File: config.mk
export PLATFORM = sky130hd
export DESIGN_NAME = timer_set_ctrl
export DESIGN_NICKNAME = d
export VERILOG_FILES = /design/src/rtl/timer_set_ctrl.sv
export SDC_FILE = /design/constraint.sdc
export NUM_CORES = 1
export LEC_CHECK = 0
export BUFFER_PORTS_ARGS = -buffer_cell sky130_fd_sc_hd__buf_2
export CORE_MARGIN = 4
export CORE_UTILIZATION = 30
export CTS_CLUSTER_SIZE = 24
export DETAILED_ROUTE_END_ITERATION = 7
export PLACE_DENSITY = 0.55
export SETUP_SLACK_MARGIN = 0.1
export SLEW_MARGIN = 20
export SYNTH_ARGS = -nofsm -noshare
export SYNTH_HDL_FRONTEND = slang
export SYNTH_SLANG_ARGS = --single-unit
File: constraint.sdc
create_clock -name clk -period 3.2 [get_ports clk]
set_input_delay 0.64 -clock clk [delete_from_list [all_inputs] [get_ports clk]]
set_output_delay 0.64 -clock clk [all_outputs]
set_load 0.02 [all_outputs]
File: src/rtl/timer_set_ctrl.sv
// timer_set_ctrl: seconds prescaler and hour/minute setting sequencer for seven_seg_timer
// Ports: clk, reset (sync, active-high); btn_mode/btn_inc/btn_cancel one-cycle button pulses;
//   cur_hour/cur_min live timer value; sec_tick one-cycle advance pulse; load/load_hour/load_min
//   commit strobe and value; blink_hour/blink_min digit blanking; mode = 0 RUN, 1 SET_HOUR, 2 SET_MIN, 3 COMMIT
module timer_set_ctrl #(
   parameter int CLK_DIV   = 2,
   parameter int BLINK_DIV = 4
) (
   input  logic       clk,
   input  logic       reset,
   input  logic       btn_mode,
   input  logic       btn_inc,
   input  logic       btn_cancel,
   input  logic [4:0] cur_hour,
   input  logic [5:0] cur_min,
   output logic       sec_tick,
   output logic       load,
   output logic [4:0] load_hour,
   output logic [5:0] load_min,
   output logic       blink_hour,
   output logic       blink_min,
   output logic [1:0] mode
);
   localparam int PW = CLK_DIV > 1 ? $clog2(CLK_DIV) : 1;
   localparam int BW = BLINK_DIV > 1 ? $clog2(BLINK_DIV) : 1;
   typedef enum logic [1:0] {RUN, SET_HOUR, SET_MIN, COMMIT} state_t;
   state_t        state_q, state_d;
   logic [PW-1:0] presc_q, presc_d;
   logic [BW-1:0] bcnt_q, bcnt_d;
   logic [4:0]    sh_hour_q, sh_hour_d, load_hour_q, load_hour_d;
   logic [5:0]    sh_min_q, sh_min_d, load_min_q, load_min_d;
   logic          phase_q, phase_d, tick_q, tick_d, load_q, load_d;
   logic          blink_hour_q, blink_hour_d, blink_min_q, blink_min_d;
   logic          p_wrap, b_wrap, in_set;
   assign p_wrap = presc_q == PW'(CLK_DIV - 1);
   assign b_wrap = bcnt_q == BW'(BLINK_DIV - 1);
   always_comb begin
      state_d   = state_q;
      sh_hour_d = sh_hour_q;
      sh_min_d  = sh_min_q;
      presc_d   = '0;
      tick_d    = 1'b0;
      case (state_q)
         RUN:
            if (btn_mode) begin
               state_d   = SET_HOUR;
               sh_hour_d = cur_hour > 5'd23 ? '0 : cur_hour;
               sh_min_d  = cur_min > 6'd59 ? '0 : cur_min;
            end else begin
               presc_d = p_wrap ? '0 : presc_q + 1'b1;
               tick_d  = p_wrap;
            end
         SET_HOUR:
            if (btn_cancel) state_d = RUN;
            else if (btn_mode) state_d = SET_MIN;
            else if (btn_inc) sh_hour_d = sh_hour_q == 5'd23 ? '0 : sh_hour_q + 5'd1;
         SET_MIN:
            if (btn_cancel) state_d = RUN;
            else if (btn_mode) state_d = COMMIT;
            else if (btn_inc) sh_min_d = sh_min_q == 6'd59 ? '0 : sh_min_q + 6'd1;
         default: state_d = RUN;
      endcase
      // blink timing restarts from phase 0 on any state change
      in_set       = (state_q == SET_HOUR || state_q == SET_MIN) && state_d == state_q;
      bcnt_d       = in_set && !b_wrap ? bcnt_q + 1'b1 : '0;
      phase_d      = in_set && (phase_q ^ b_wrap);
      load_d       = state_d == COMMIT;
      load_hour_d  = load_d ? sh_hour_d : load_hour_q;
      load_min_d   = load_d ? sh_min_d : load_min_q;
      blink_hour_d = state_d == SET_HOUR && phase_d;
      blink_min_d  = state_d == SET_MIN && phase_d;
   end
   always_ff @(posedge clk) begin
      if (reset) begin
         state_q      <= RUN;
         presc_q      <= '0;
         bcnt_q       <= '0;
         phase_q      <= 1'b0;
         sh_hour_q    <= '0;
         sh_min_q     <= '0;
         tick_q       <= 1'b0;
         load_q       <= 1'b0;
         load_hour_q  <= '0;
         load_min_q   <= '0;
         blink_hour_q <= 1'b0;
         blink_min_q  <= 1'b0;
      end else begin
         state_q      <= state_d;
         presc_q      <= presc_d;
         bcnt_q       <= bcnt_d;
         phase_q      <= phase_d;
         sh_hour_q    <= sh_hour_d;
         sh_min_q     <= sh_min_d;
         tick_q       <= tick_d;
         load_q       <= load_d;
         load_hour_q  <= load_hour_d;
         load_min_q   <= load_min_d;
         blink_hour_q <= blink_hour_d;
         blink_min_q  <= blink_min_d;
      end
   end
   assign sec_tick   = tick_q;
   assign load       = load_q;
   assign load_hour  = load_hour_q;
   assign load_min   = load_min_q;
   assign blink_hour = blink_hour_q;
   assign blink_min  = blink_min_q;
   assign mode       = state_q;
endmodule

==> impl_metrics.yaml <==
critical_path:
  r2r-start: "mode[1]$_SDFF_PP0_"
  r2r_cells: 5
  slowest_delay_ns: 0.58
  slowest_stage: "a221o_1"
  cp_num_buf_inv: 1
  startpoint_type: "flip-flop"
  worst-setup-path-type: "flip-flop to flip-flop"
  worst_setup_path_end_kind: "flip-flop"
  critPathTopFamily: "compound AO/OA/AOI/OAI gates"
  ff2ff_setup_slack_ns: 0.90
  cp_data_arrival_time_ns: 2.50
  crit_fanout: 14
  r2r-end: "load_min[5]$_SDFFE_PP0P_"
  required_ns: 3.39
  crit_chain: "inv_1, ha_1, a221o_1, and2_1, a311oi_1"
routing:
  avgViaCountPerCell: 5.37
  avgRoutedWirePerCell_um: 15.1
  drt_pass1_iterations: 4
  ant_nets: 0
  drt_drc_violations_left: 0
  drt-initial-drc-count: 72
  vias: 1594
  wl_mm: 4.50
yosys:
  syn_avg_cell_area_um2: 9.11
  synth_cell_types: 56
  syn_inst: 195
  synth-edff-count: 0
  synth_seq_area_share: 0.361
  synth_top_area_share: 0.361
  async_flop_share: 0
  netlist_area_mm2: 0.00178
  ys.flop_type: "dfxtp_1"
  synth_warnings: 0
  ys_ff_latch: 32
  yosysTopAreaCell: "dfxtp_1"
  syn_nets: 219
  netlist_top_cells_area: "dfxtp_1 (36%), ha_1 (5.6%), a21oi_1 (5.4%), a211oi_1 (3.4%), nor2_1 (3.0%)"
final_layout:
  nFillCells: 625
  drive_gt1_frac: 0.222
  area_delta_synth_final_pct: 16.9
  diodes: 0
  final_core_util: 0.370
  layout.nets: 248
min_path:
  whs_path_depth: 1
  whs_endpoint: "p_wrap$_SDFF_PP0_"
  min_from: "p_wrap$_SDFF_PP0_"
  min_path_type: "flip-flop to flip-flop"
clock_network:
  clk_pin_slew_ns: 0.07
  ctsHtreeMaxLevel: 2
  hold_buffers: 0
  post-cts-setup-buffers: 0
  cts_resized: 0
  cts-root-buf: "clkbuf_8"
  clockBufferDepth: 2
  cts_tree: "done"
  clock_latency_ns: 0.28
  clkSinkCount: 32
  numCtsBuffers: 5
grt:
  grt_max_degree: 29
  grt_pass1_vias: 1524
  antenna_found_initial: 0
  grt_util_all_layers: 0.129
  grt_pass1_wl_mm: 7.59
  grt_overflow_total: 0
sta:
  worst_pin_slew_ns: 0.563
  setup_viol: 0
  maxSlewViolCount: 0
  clock_skew_ns: 0.00380
  fin_hold_ws_ns: 0.416
  min_period_over_period: 0.720
  rsz0062_at_grt: "no"
  hold_viol: 0
  setup_tns_ns: 0
  period_minus_slack_ns: 2.30
  max_freq_ghz: 0.434
  maxSlewHeadroom: 0.625
die:
  dieArea_mm2: 0.00722
  die_h_um: 85.0
  fp.dieW_um: 85.0
  core_region_area_mm2: 0.00561
  num_rows: 27
  start_util: 0.317
  io_pins: 33
power_and_ir_drop:
  p_per_area_mw_per_mm2: 494
  peakVddDrop_mv: 0.203
  p_leak_nw: 0.835
run:
  drv_cap: 0
place:
  port_buffers: 32
  place.gp.congestion: 0.806
  hpwl_mm: 3.33
run_status:
  outcome: "complete, no violations"
## how the worst max path moves through the flow
stage,depth (start not counted),start,endpoint
after floorplan,6,mode[0]$_SDFF_PP0_,blink_min$_SDFF_PP0_
after global placement,5,btn_mode,load_min[3]$_SDFFE_PP0P_
after detailed placement,5,mode[1]$_SDFF_PP0_,load_min[5]$_SDFFE_PP0P_
after CTS,5,mode[1]$_SDFF_PP0_,load_min[3]$_SDFFE_PP0P_
after global routing,5,mode[1]$_SDFF_PP0_,load_min[3]$_SDFFE_PP0P_
final,5,mode[1]$_SDFF_PP0_,load_min[5]$_SDFFE_PP0P_
## Yosys cell counts (3+ instances only)
master    instances
a32oi_1           3
o21a_1            3
nor2_1           14
clkbuf_1          4
nand2b_1          3
buf_2             7
nor3_1            3
a21oi_1          19
nand4b_1          3
nand3_1           8
ha_1              8
inv_1             8
and2_1            3
and3_1            6
dfxtp_1          32
o21ai_0           3
nand2_1           9
a311oi_1          3
a211oi_1          8
## cell type report
cell class / instances / area [um^2] / area share
inverters: 8 / 30.0 / 0.0145
flip-flops and latches: 32 / 641 / 0.308
clock buffers: 6 / 82.6 / 0.0398
repair buffers: 33 / 168 / 0.0807
clock inverters: 2 / 10.0 / 0.00482
well taps: 72 / 90.1 / 0.0434
multi-input cells: 144 / 1060 / 0.508
## metrics by stage
stage                     instance area (um^2)  power, mW  cells  worst slack (ns)
after global placement                    1980      0.719    289             0.952
after detailed placement                  1980      0.719    289             0.924
after global routing                      2080       1.09    297             0.766
after floorplan                           1780      0.644    195              1.22
final                                     2080       1.03    297             0.897
after CTS                                 2080       1.04    297             0.911
## report_power, final
group          internal (mW)  leakage [nW]  switching, mW
combinational         0.0946         0.522          0.156
sequential             0.431         0.262         0.0281
clock                  0.171        0.0510          0.145
total                  0.697         0.835          0.329
## cells by family after synthesis
kind of cell / after synthesis / share of synthesized area
compound gates: 64 / 0.287
xor+xnor: 2 / 0.00986
fa+ha+maj: 8 / 0.0563
buf+inv: 19 / 0.0451
flops: 32 / 0.361
mux: 2 / 0.0113
simple gates: 68 / 0.230
## per-layer routing
layer | global-route usage | routed length [um] | part of all wire | vias up
met5 | 0 | 0 | 0 | -
met4 | 0.0532 | 99 | 0.022 | 0
met3 | 0.0369 | 241 | 0.054 | 9
met2 | 0.189 | 1910 | 0.42 | 35
met1 | 0.177 | 2250 | 0.50 | 745
li1 | - | - | - | 805
## worst reg2reg max path: stages, from the launching register on
cell and delay, ns:
dfxtp_1 0.52, inv_1 0.11, ha_1 0.32, a221o_1 0.58, and2_1 0.41, a311oi_1 0.28
## placed cells by master, fill, tap and decap left out, types with 3 or more instances in the layout
cell / n
nor2_1: 14
nand3_1: 8
and2_1: 3
a311oi_1: 3
a21oi_1: 19
and3_1: 6
clkbuf_8: 6
nand2_1: 9
inv_1: 8
o21a_1: 3
a211oi_1: 8
nand2b_1: 3
ha_1: 8
o21ai_0: 3
nor3_1: 3
buf_2: 32
a32oi_1: 3
dfxtp_1: 32
nand4b_1: 3
## state kept, by name, indices dropped and copies added (netlist names)
register	flops
sh_min_q	6
blink_min	1
phase_q	1
sh_hour_q	5
bcnt_q	2
mode	2
load_hour	5
blink_hour	1
load	1
p_wrap	1
sec_tick	1
load_min	6
(Power assumes the default switching activity.)
